--- src/rtl/if_bus_arbiter.sv ---
// if_bus_arbiter
// Round-robin arbiter and access sequencer that shares the single register
// access port of the interfaces block among four internal requesters.
// Only one single-word read or write is in flight at a time. dev_cs is held
// until the device acknowledges. A watchdog aborts an access that stalls.
//
// Handshake: a requester raises req_cs[i] as a level and keeps we/addr/wdata
// stable. The request is sampled only while the sequencer is idle. Completion
// is a one-cycle pulse on req_ready[i]. req_rdata and req_error are valid
// with that pulse and hold until the next completion. The requester drops
// req_cs[i] in the cycle after the pulse. On the device side, dev_cs stays
// high with stable dev_we/dev_addr/dev_wdata until dev_ready is seen. That
// cycle's dev_rdata is the read data.
//
// Ports:
//   clk, areset (async, active-low)
//   req_cs[3:0], req_we[3:0], req_addr[31:0] (8b/req), req_wdata[127:0] (32b/req)
//   req_ready[3:0], req_rdata[31:0], req_error, grant[3:0]
//   dev_cs, dev_we, dev_addr[7:0], dev_wdata[31:0], dev_ready, dev_rdata[31:0]
module if_bus_arbiter #(
  parameter int          TIMEOUT_CYCLES = 255,
  parameter logic [31:0] ERROR_DATA     = 32'hdeadbeef
) (
  input  logic         clk,
  input  logic         areset,
  input  logic [3:0]   req_cs,
  input  logic [3:0]   req_we,
  input  logic [31:0]  req_addr,
  input  logic [127:0] req_wdata,
  output logic [3:0]   req_ready,
  output logic [31:0]  req_rdata,
  output logic         req_error,
  output logic [3:0]   grant,
  output logic         dev_cs,
  output logic         dev_we,
  output logic [7:0]   dev_addr,
  output logic [31:0]  dev_wdata,
  input  logic         dev_ready,
  input  logic [31:0]  dev_rdata
);

  typedef enum logic [1:0] {
    ST_IDLE   = 2'd0,
    ST_ACCESS = 2'd1,
    ST_DONE   = 2'd2
  } state_t;

  localparam logic [15:0] LP_TIMER_LAST = 16'(TIMEOUT_CYCLES - 1);

  state_t      r_state;
  logic [1:0]  r_last_grant;
  logic [1:0]  r_owner;
  logic [15:0] r_timer;
  logic [3:0]  r_req_ready;
  logic [31:0] r_req_rdata;
  logic        r_req_error;
  logic [3:0]  r_grant;
  logic        r_dev_cs;
  logic        r_dev_we;
  logic [7:0]  r_dev_addr;
  logic [31:0] r_dev_wdata;

  logic        w_found;
  logic [1:0]  w_win_idx;
  logic [1:0]  w_idx;

  // Cyclic search starting just after the last owner. The previous owner
  // is examined last (offset 4 wraps to offset 0).
  always_comb begin
    w_found   = 1'b0;
    w_win_idx = 2'd0;
    w_idx     = 2'd0;
    for (int i = 1; i <= 4; i++) begin
      w_idx = r_last_grant + 2'(i);
      if (!w_found && req_cs[w_idx]) begin
        w_found   = 1'b1;
        w_win_idx = w_idx;
      end
    end
  end

  always_ff @(posedge clk or negedge areset) begin
    if (!areset) begin
      r_state      <= ST_IDLE;
      r_last_grant <= 2'd3;
      r_owner      <= 2'd0;
      r_timer      <= 16'd0;
      r_req_ready  <= 4'd0;
      r_req_rdata  <= 32'd0;
      r_req_error  <= 1'b0;
      r_grant      <= 4'd0;
      r_dev_cs     <= 1'b0;
      r_dev_we     <= 1'b0;
      r_dev_addr   <= 8'd0;
      r_dev_wdata  <= 32'd0;
    end else begin
      case (r_state)
        ST_IDLE: begin
          if (w_found) begin
            r_owner     <= w_win_idx;
            r_grant     <= 4'b0001 << w_win_idx;
            r_dev_cs    <= 1'b1;
            r_dev_we    <= req_we[w_win_idx];
            r_dev_addr  <= req_addr[{w_win_idx, 3'b000} +: 8];
            r_dev_wdata <= req_wdata[{w_win_idx, 5'b00000} +: 32];
            r_timer     <= 16'd0;
            r_state     <= ST_ACCESS;
          end
        end
        ST_ACCESS: begin
          // An acknowledge in the same cycle as the timeout still wins.
          if (dev_ready) begin
            r_req_rdata <= dev_rdata;
            r_req_error <= 1'b0;
            r_dev_cs    <= 1'b0;
            r_req_ready <= r_grant;
            r_state     <= ST_DONE;
          end else if (r_timer == LP_TIMER_LAST) begin
            r_req_rdata <= ERROR_DATA;
            r_req_error <= 1'b1;
            r_dev_cs    <= 1'b0;
            r_req_ready <= r_grant;
            r_state     <= ST_DONE;
          end else begin
            r_timer <= r_timer + 16'd1;
          end
        end
        ST_DONE: begin
          r_req_ready  <= 4'd0;
          r_last_grant <= r_owner;
          r_grant      <= 4'd0;
          r_state      <= ST_IDLE;
        end
        default: begin
          r_state <= ST_IDLE;
        end
      endcase
    end
  end

  assign req_ready = r_req_ready;
  assign req_rdata = r_req_rdata;
  assign req_error = r_req_error;
  assign grant     = r_grant;
  assign dev_cs    = r_dev_cs;
  assign dev_we    = r_dev_we;
  assign dev_addr  = r_dev_addr;
  assign dev_wdata = r_dev_wdata;

endmodule

--- config.mk ---
export PLATFORM = sky130hd
export DESIGN_NAME = if_bus_arbiter
export DESIGN_NICKNAME = d
export VERILOG_FILES = /design/src/rtl/if_bus_arbiter.sv
export SDC_FILE = /design/constraint.sdc
export NUM_CORES = 1
export LEC_CHECK = 0
export BUFFER_PORTS_ARGS = -buffer_cell sky130_fd_sc_hd__buf_2
export CAP_MARGIN = 0
export CORE_ASPECT_RATIO = 0.7
export CORE_MARGIN = 5
export CORE_UTILIZATION = 42
export CTS_BUF_LIST = sky130_fd_sc_hd__clkbuf_16
export DETAILED_ROUTE_END_ITERATION = 6
export GPL_ROUTABILITY_DRIVEN = 0
export GPL_TIMING_DRIVEN = 0
export PLACE_DENSITY = 0.87
export SETUP_SLACK_MARGIN = 0.2
export SYNTH_ARGS = -nofsm -noshare
export SYNTH_HDL_FRONTEND = slang
export SYNTH_SLANG_ARGS = --single-unit
--- constraint.sdc ---
create_clock -name clk -period 1.8 [get_ports clk]
set_input_delay 0.36 -clock clk [delete_from_list [all_inputs] [get_ports clk]]
set_output_delay 0.36 -clock clk [all_outputs]
set_load 0.1 [all_outputs]
# After elaboration in Yosys (flattened, before gate mapping)
# Cells that the tools add are included.
[op_classes]
magnitude_cmp = 5
reduce_logical = 18
muxes = 39
n_eq_ne = 7
shifts = 3
n_addsub = 4
[ops]
columns = ["operator", "count"]
rows = [
  ["$shiftx 128x8->32", 1],
  ["$mux 32", 2],
  ["$mux 16", 3],
  ["$pmux 16 s2", 1],
  ["$shiftx 32x6->8", 1],
  ["$add 16x1->16 const B", 1],
  ["$eq 16x8->1 const B", 1],
  ["$pmux 4 s2", 2],
  ["$lt 2x3->1 const B", 5],
  ["$mux 1", 14],
  ["$mux 2", 7],
  ["$mux 4", 3],
  ["$bmux 1 s2", 5],
  ["$reduce_and 2->1", 5],
  ["$reduce_bool 2->1", 4],
  ["$ne 2x2->1 const B", 3],
  ["$add 2x2->2 const B", 2],
  ["$pmux 2 s2", 1],
  ["$reduce_and 4->1", 1],
  ["$shl 1x2->4 const A", 1],
  ["$logic_and 1x1->1", 3],
  ["$logic_not 1->1", 3],
  ["$ne 3x3->1 const B", 1],
  ["$reduce_and 3->1", 1],
  ["other kinds (5)", 5],
]
[totals]
ff_bits = 105
elab_cells = 88
input_bits = 203

# Logic depth before layout (Yosys ltp)
[depth]
word_depth = 16
ltp_mapped = 10

# Worst setup path before layout
# OpenSTA, ideal clock, no wires.
[synth_path]
path_type = "reg2reg"
start = "reg r_timer[0]"
end = "reg r_req_rdata[10], in the netlist req_rdata[10]"
period_less_slack_ns = 1.957
slack_ns = -0.157
setup_ns = 0.121
n_path_buf = 2
path_stages_with_launch = 11
required_ns = 1.679
arrival_ns = 1.836
cell_sequence = "dfrtp_1 > inv_1 > ha_1 > nor4b_1 > and4_1 > buf_2 > and2_1 > o21ai_2 > inv_2 > buf_2 > o22a_1"
[synth_between]
elab_chain_len = 3
[synth_rtl]
columns = ["element", "line_no", "text"]
rows = [
  ["start, declared", "53", "logic [15:0] r_timer;"],
  ["start signal, assigned", "125", "r_timer <= r_timer + 16'd1;"],
  ["$eq 16x8->1", "118", "end else if (r_timer == LP_TIMER_LAST) begin"],
  ["$reduce_bool 2->1 (no source line)", "--", ""],
  ["$reduce_and 2->1 (no source line)", "--", ""],
  ["end signal, assigned", "113", "r_req_rdata <= dev_rdata;"],
  ["end, declared", "55", "logic [31:0] r_req_rdata;"],
]
# No other way between the ends.
# A chain may end at the register's enable or synchronous reset.

# Worst setup path after layout
[layout_path]
start = "reg r_last_grant[1]"
end = "reg r_dev_wdata[23], in the netlist dev_wdata[23]"
[layout_between]
elab_chain_len = 14
[layout_rtl]
columns = ["element", "line_no", "text"]
rows = [
  ["start, declared", "51", "logic [1:0] r_last_grant;"],
  ["start signal, assigned", "130", "r_last_grant <= r_owner;"],
  ["$add 2x1->2", "74", "w_idx = r_last_grant + 2'(i);"],
  ["$bmux 1 s2", "75", "if (!w_found && req_cs[w_idx]) begin"],
  ["$mux 1 (not written as such)", "75", ""],
  ["$mux 1", "75", ""],
  ["$logic_not 1->1", "75", ""],
  ["$logic_and 1x1->1", "75", ""],
  ["$mux 1", "75", ""],
  ["$logic_not 1->1", "75", ""],
  ["$logic_and 1x1->1", "75", ""],
  ["$mux 1", "75", ""],
  ["$logic_not 1->1", "75", ""],
  ["$logic_and 1x1->1", "75", ""],
  ["$mux 2 / $mux 1 (equally long branches)", "75", ""],
  ["$shiftx 128x8->32 / $reduce_and 2->1 (equally long branches)", "--", ""],
  ["end signal, assigned", "105", "r_dev_wdata <= req_wdata[{w_win_idx, 5'b00000} +: 32];"],
  ["end, declared", "61", "logic [31:0] r_dev_wdata;"],
]
# Several ways; a longest one is shown, not always the timed one. The select of a mux whose other input is x is not followed.

==> reports/summary.txt <==
CLOCK TREE
--------------------------------------------------------------------------------------------------
Max Root-Sink Buffers                                                                            2
Clk Latency, worst-skew pair                                                               0.34 ns
Clock tree from TritonCTS                                                                    built
Number of clock sinks                                                                          105
CTS Hold Bufs                                                                                    0
Clock buffer count from CTS                                                                      9
Level count of the clock H-tree                                                                  3
CTS Root Buffer Type                                                                     clkbuf_16
Clock transition time at the flip-flop clock pins of the worst setup and hold paths        0.08 ns

DETAILED ROUTING
--------------------------------------------------------------------------------------------------
Average detailed-routed wire length per instance                                          22.05 um
Iteration count of the initial detailed-routing pass                                             5
Routed wire length on met3                                                                 1977 um
Via Count                                                                                     6269
Post-route antenna net violation count                                                           0
Ratio of routed vias to standard cells                                                       5.832
Detailed Route Iter0 Violations                                                                412
DR top layer                                                                                  met4
DRC viols                                                                                        0
Detailed-routed wire length on met2                                                       11660 um
Final wirelength                                                                          23700 um
Routed metal-1 wire length                                                                 9018 um

STA
--------------------------------------------------------------------------------------------------
Minimum setup slack in the final design                                                 -0.2586 ns
Worst-case headroom to the max-slew limit                                                   41.55%
Final Skew                                                                              0.01134 ns
Number of slew-limit violations in the final report                                              0
Hold violation count in the final report                                                         0
Worst hold margin                                                                       0.03940 ns
Post-route minimum period                                                                 2.059 ns
RSZ-0062 raised after global routing                                                           yes
Max Freq                                                                                0.4858 GHz
Post-Route Setup TNS                                                                     -12.55 ns
Slew at the pin closest to its max-slew limit                                            0.8767 ns
Final critical-path share of the clock period                                               114.4%
Number of setup violations in the final report                                                  95

SYNTHESIS
--------------------------------------------------------------------------------------------------
Sequential fraction of the synthesis area                                                   46.75%
Cell types occupying the most area after synthesis                                    dfrtp_1 (46%), a211oi_1 (16%), mux2i_1 (8.2%), o22a_1 (3.7%), nor2_1 (3.4%)
Fraction of synthesized area in multiplexers                                                8.585%
Proportion of netlist area held by the largest area contributor                             45.82%
Post-Synthesis Net Count                                                                       763
Cell area after synthesis                                                             0.005625 mm^2
Fraction of synthesized cell area in xor and xnor cells                                    0.9342%
Fraction of the mapped netlist area in compound gates                                       25.91%
Share of synthesized cell area in and, or, nand and nor gates                               9.520%
Per-instance average area after synthesis                                               10.08 um^2
Adder-cell share of the synthesized area                                                   0.4448%
Largest area contributor in the netlist                                                    dfrtp_1
Number of warnings reported in the yosys synthesis log                                           0
Post-synth EDFFs                                                                                 0
Fraction of synthesis flops using an asynchronous set or reset pin                          100.0%
Distinct cells, synth                                                                           55
Cell count after synthesis                                                                     558
Number of register bits inferred by synthesis                                                  105
Largest family of logic cells by synthesized area                                     compound AO/OA/AOI/OAI gates
Most instantiated flip-flop cell in the synthesis netlist                                  dfrtp_1

CRITICAL PATH
--------------------------------------------------------------------------------------------------
Launching element type of the critical path                                               register
Required time reported for the critical path endpoint                                      2.02 ns
CP Max Fanout                                                                                    7
Kind of end point of the critical path                                                    register
Critical Path AT                                                                           2.27 ns
Critical path class                                                                     reg -> reg

FLOORPLANNING
--------------------------------------------------------------------------------------------------
Number of core rows                                                                             35
CORE AREA                                                                             0.01314 mm^2
Number of primary I/O pins                                                                     286
Effective utilization at floorplan                                                          42.82%
Height of the chip                                                                        106.8 um
DIE AREA                                                                              0.01585 mm^2
Die outline width                                                                         148.3 um

PLACED DESIGN
--------------------------------------------------------------------------------------------------
Number of input and output port buffers inserted                                               285
Setup WS pre-CTS                                                                        -0.3849 ns
HPWL Detailed                                                                             14880 um

OUTCOME
--------------------------------------------------------------------------------------------------
Run status                                                                            complete, but fails checks
Violated checks                                                                       setup timing

PWR
--------------------------------------------------------------------------------------------------
Worst vdd rail ir drop                                                                     1796 uV
Pwr Density                                                                           2161 mW/mm^2
Overall Power                                                                             20.51 mW
Leakage Power                                                                             4.222 nW

GLOBAL ROUTING
--------------------------------------------------------------------------------------------------
Global-route wire length before repair                                                    32510 um
Maximum number of pins on one net before global-route repair                                    54
Number of antenna violations at the first check in global routing                                2
Vias in the first global route                                                                6078
Gr usage total                                                                              25.49%
Grt ovf                                                                                          0

JOB
--------------------------------------------------------------------------------------------------
Max-capacitance violation count                                                                  0

FINAL LAYOUT
--------------------------------------------------------------------------------------------------
Post-synthesis to final-layout area growth                                                  68.66%
Layout cells sized above 1                                                                  60.64%
Count of nets after finishing                                                                 1107

WORST HOLD PATH
--------------------------------------------------------------------------------------------------
Min-Delay Path Class                                                                   in -> async

-- state kept, by name (all words and copies together) (netlist names) --
register and count:
r_last_grant 2, dev_addr 8, dev_we 1, dev_cs 1, r_state 2, req_error 1, grant 4, r_timer 16
r_owner 2, req_ready 4, req_rdata 32, dev_wdata 32
-- logic make-up (layout without fill, tap and decap cells) --
logic type	count (synthesis)	in the layout
other	0	2
DFF	105	105
AOI/OAI and AO/OA	189	189
buffers and inverters	100	449
and+or+nand+nor	108	108
adders and majority gates	2	2
xor gates and xnor gates	6	6
muxes	48	48
-- worst max-delay path, stage by stage (launching register included) --
cell	delay, ns
dfstp_2	0.53
buf_6	0.11
mux2i_4	0.25
o22ai_4	0.14
a21oi_4	0.17
buf_12	0.17
buf_12	0.14
mux2i_1	0.29
a211oi_2	0.11
-- worst paths after layout --
check / start / to / slack, ns / cells after the start
setup / recovery: r_last_grant[1] / dev_wdata[23] / -0.26 / 8
hold / removal: areset / dev_wdata[6] / 0.04 / 1
setup reg to reg: r_last_grant[1] / dev_wdata[23] / -0.26 / 8
hold reg to reg: dev_cs / dev_cs / 0.49 / 1
max in group asynchronous: areset / r_timer[13] / 1.03 / 2
min in group clk: dev_rdata[21] / req_rdata[21] / 0.22 / 2
-- layout make-up --
class | count | area, um^2
Tap cell | 166 | 207.7
Clock inverter | 7 | 60.06
Sequential cell | 105 | 2634
Buffer | 48 | 520.5
Inverter | 52 | 207.7
Fill cell | 823 | 3650
Clock buffer | 9 | 225.2
Multi-Input combinational cell | 353 | 3526
Timing Repair Buffer | 333 | 2102
Antenna cell | 2 | 5.005
-- per-layer routing --
layer | global-route usage, % | vias to the layer above
met3 | 7.140 | 88
met1 | 33.23 | 3069
met5 | 0 | -
met2 | 40.31 | 371
met4 | 10.22 | 0
li1 | - | 2741
-- timing repair --
item | in CTS | in global routing
setup endpoints to repair | 103 | 104
endpoints found under the hold margin | 0 | 0
setup buffers | 30 | 7
gates resized for setup | 137 | 107
gates cloned | 5 | 5
pin swaps | 52 | 35
-- synth_stat cells, types with 2 or more instances --
library cell and n:
buf_6 4, mux2_2 2, or4_1 2, ha_1 2
dfrtp_1 103, a211oi_1 123, nor4_1 3, o211ai_1 2
nand3_1 12, o21ai_0 4, mux2i_1 46, nand2b_1 2
o22a_1 24, and3_1 2, dfstp_2 2, and4_1 2
nand2_1 17, xnor2_1 6, a21oi_1 4, inv_1 50
nor2_1 51, nor3_1 3, a31oi_1 3, o21ai_2 2
o31ai_1 4, a22o_1 8, buf_4 5, and2_1 2
a21o_1 3, clkbuf_1 24, a32o_1 2, o21a_1 3
buf_2 14
-- stage by stage --
stage                     instances  cell area (um^2)  utilization, %
final                          1075              9488           72.22
after global routing           1075              9488           72.22
after CTS                      1061              8855           67.40
after detailed placement       1010              7604           57.88
after global placement         1009              7574           57.65
after floorplan                 558              5939               -
-- cell usage in the layout (no fill, tap or decap), types with 24 or more instances in the layout --
| master | count |
|---|---|
| a211oi_1 | 33 |
| a211oi_2 | 78 |
| buf_2 | 285 |
| buf_6 | 29 |
| dfrtp_1 | 100 |
| inv_1 | 49 |
| mux2i_1 | 26 |
| nor2_1 | 50 |
| o22a_1 | 24 |
-- report_power, final --
part           switching [mW]  internal [mW]
registers               0.611           3.37
logic                    10.6           4.03
clock network           0.949          0.968
total                    12.1           8.37
No activity file was read; power rests on OpenSTA's default activity.
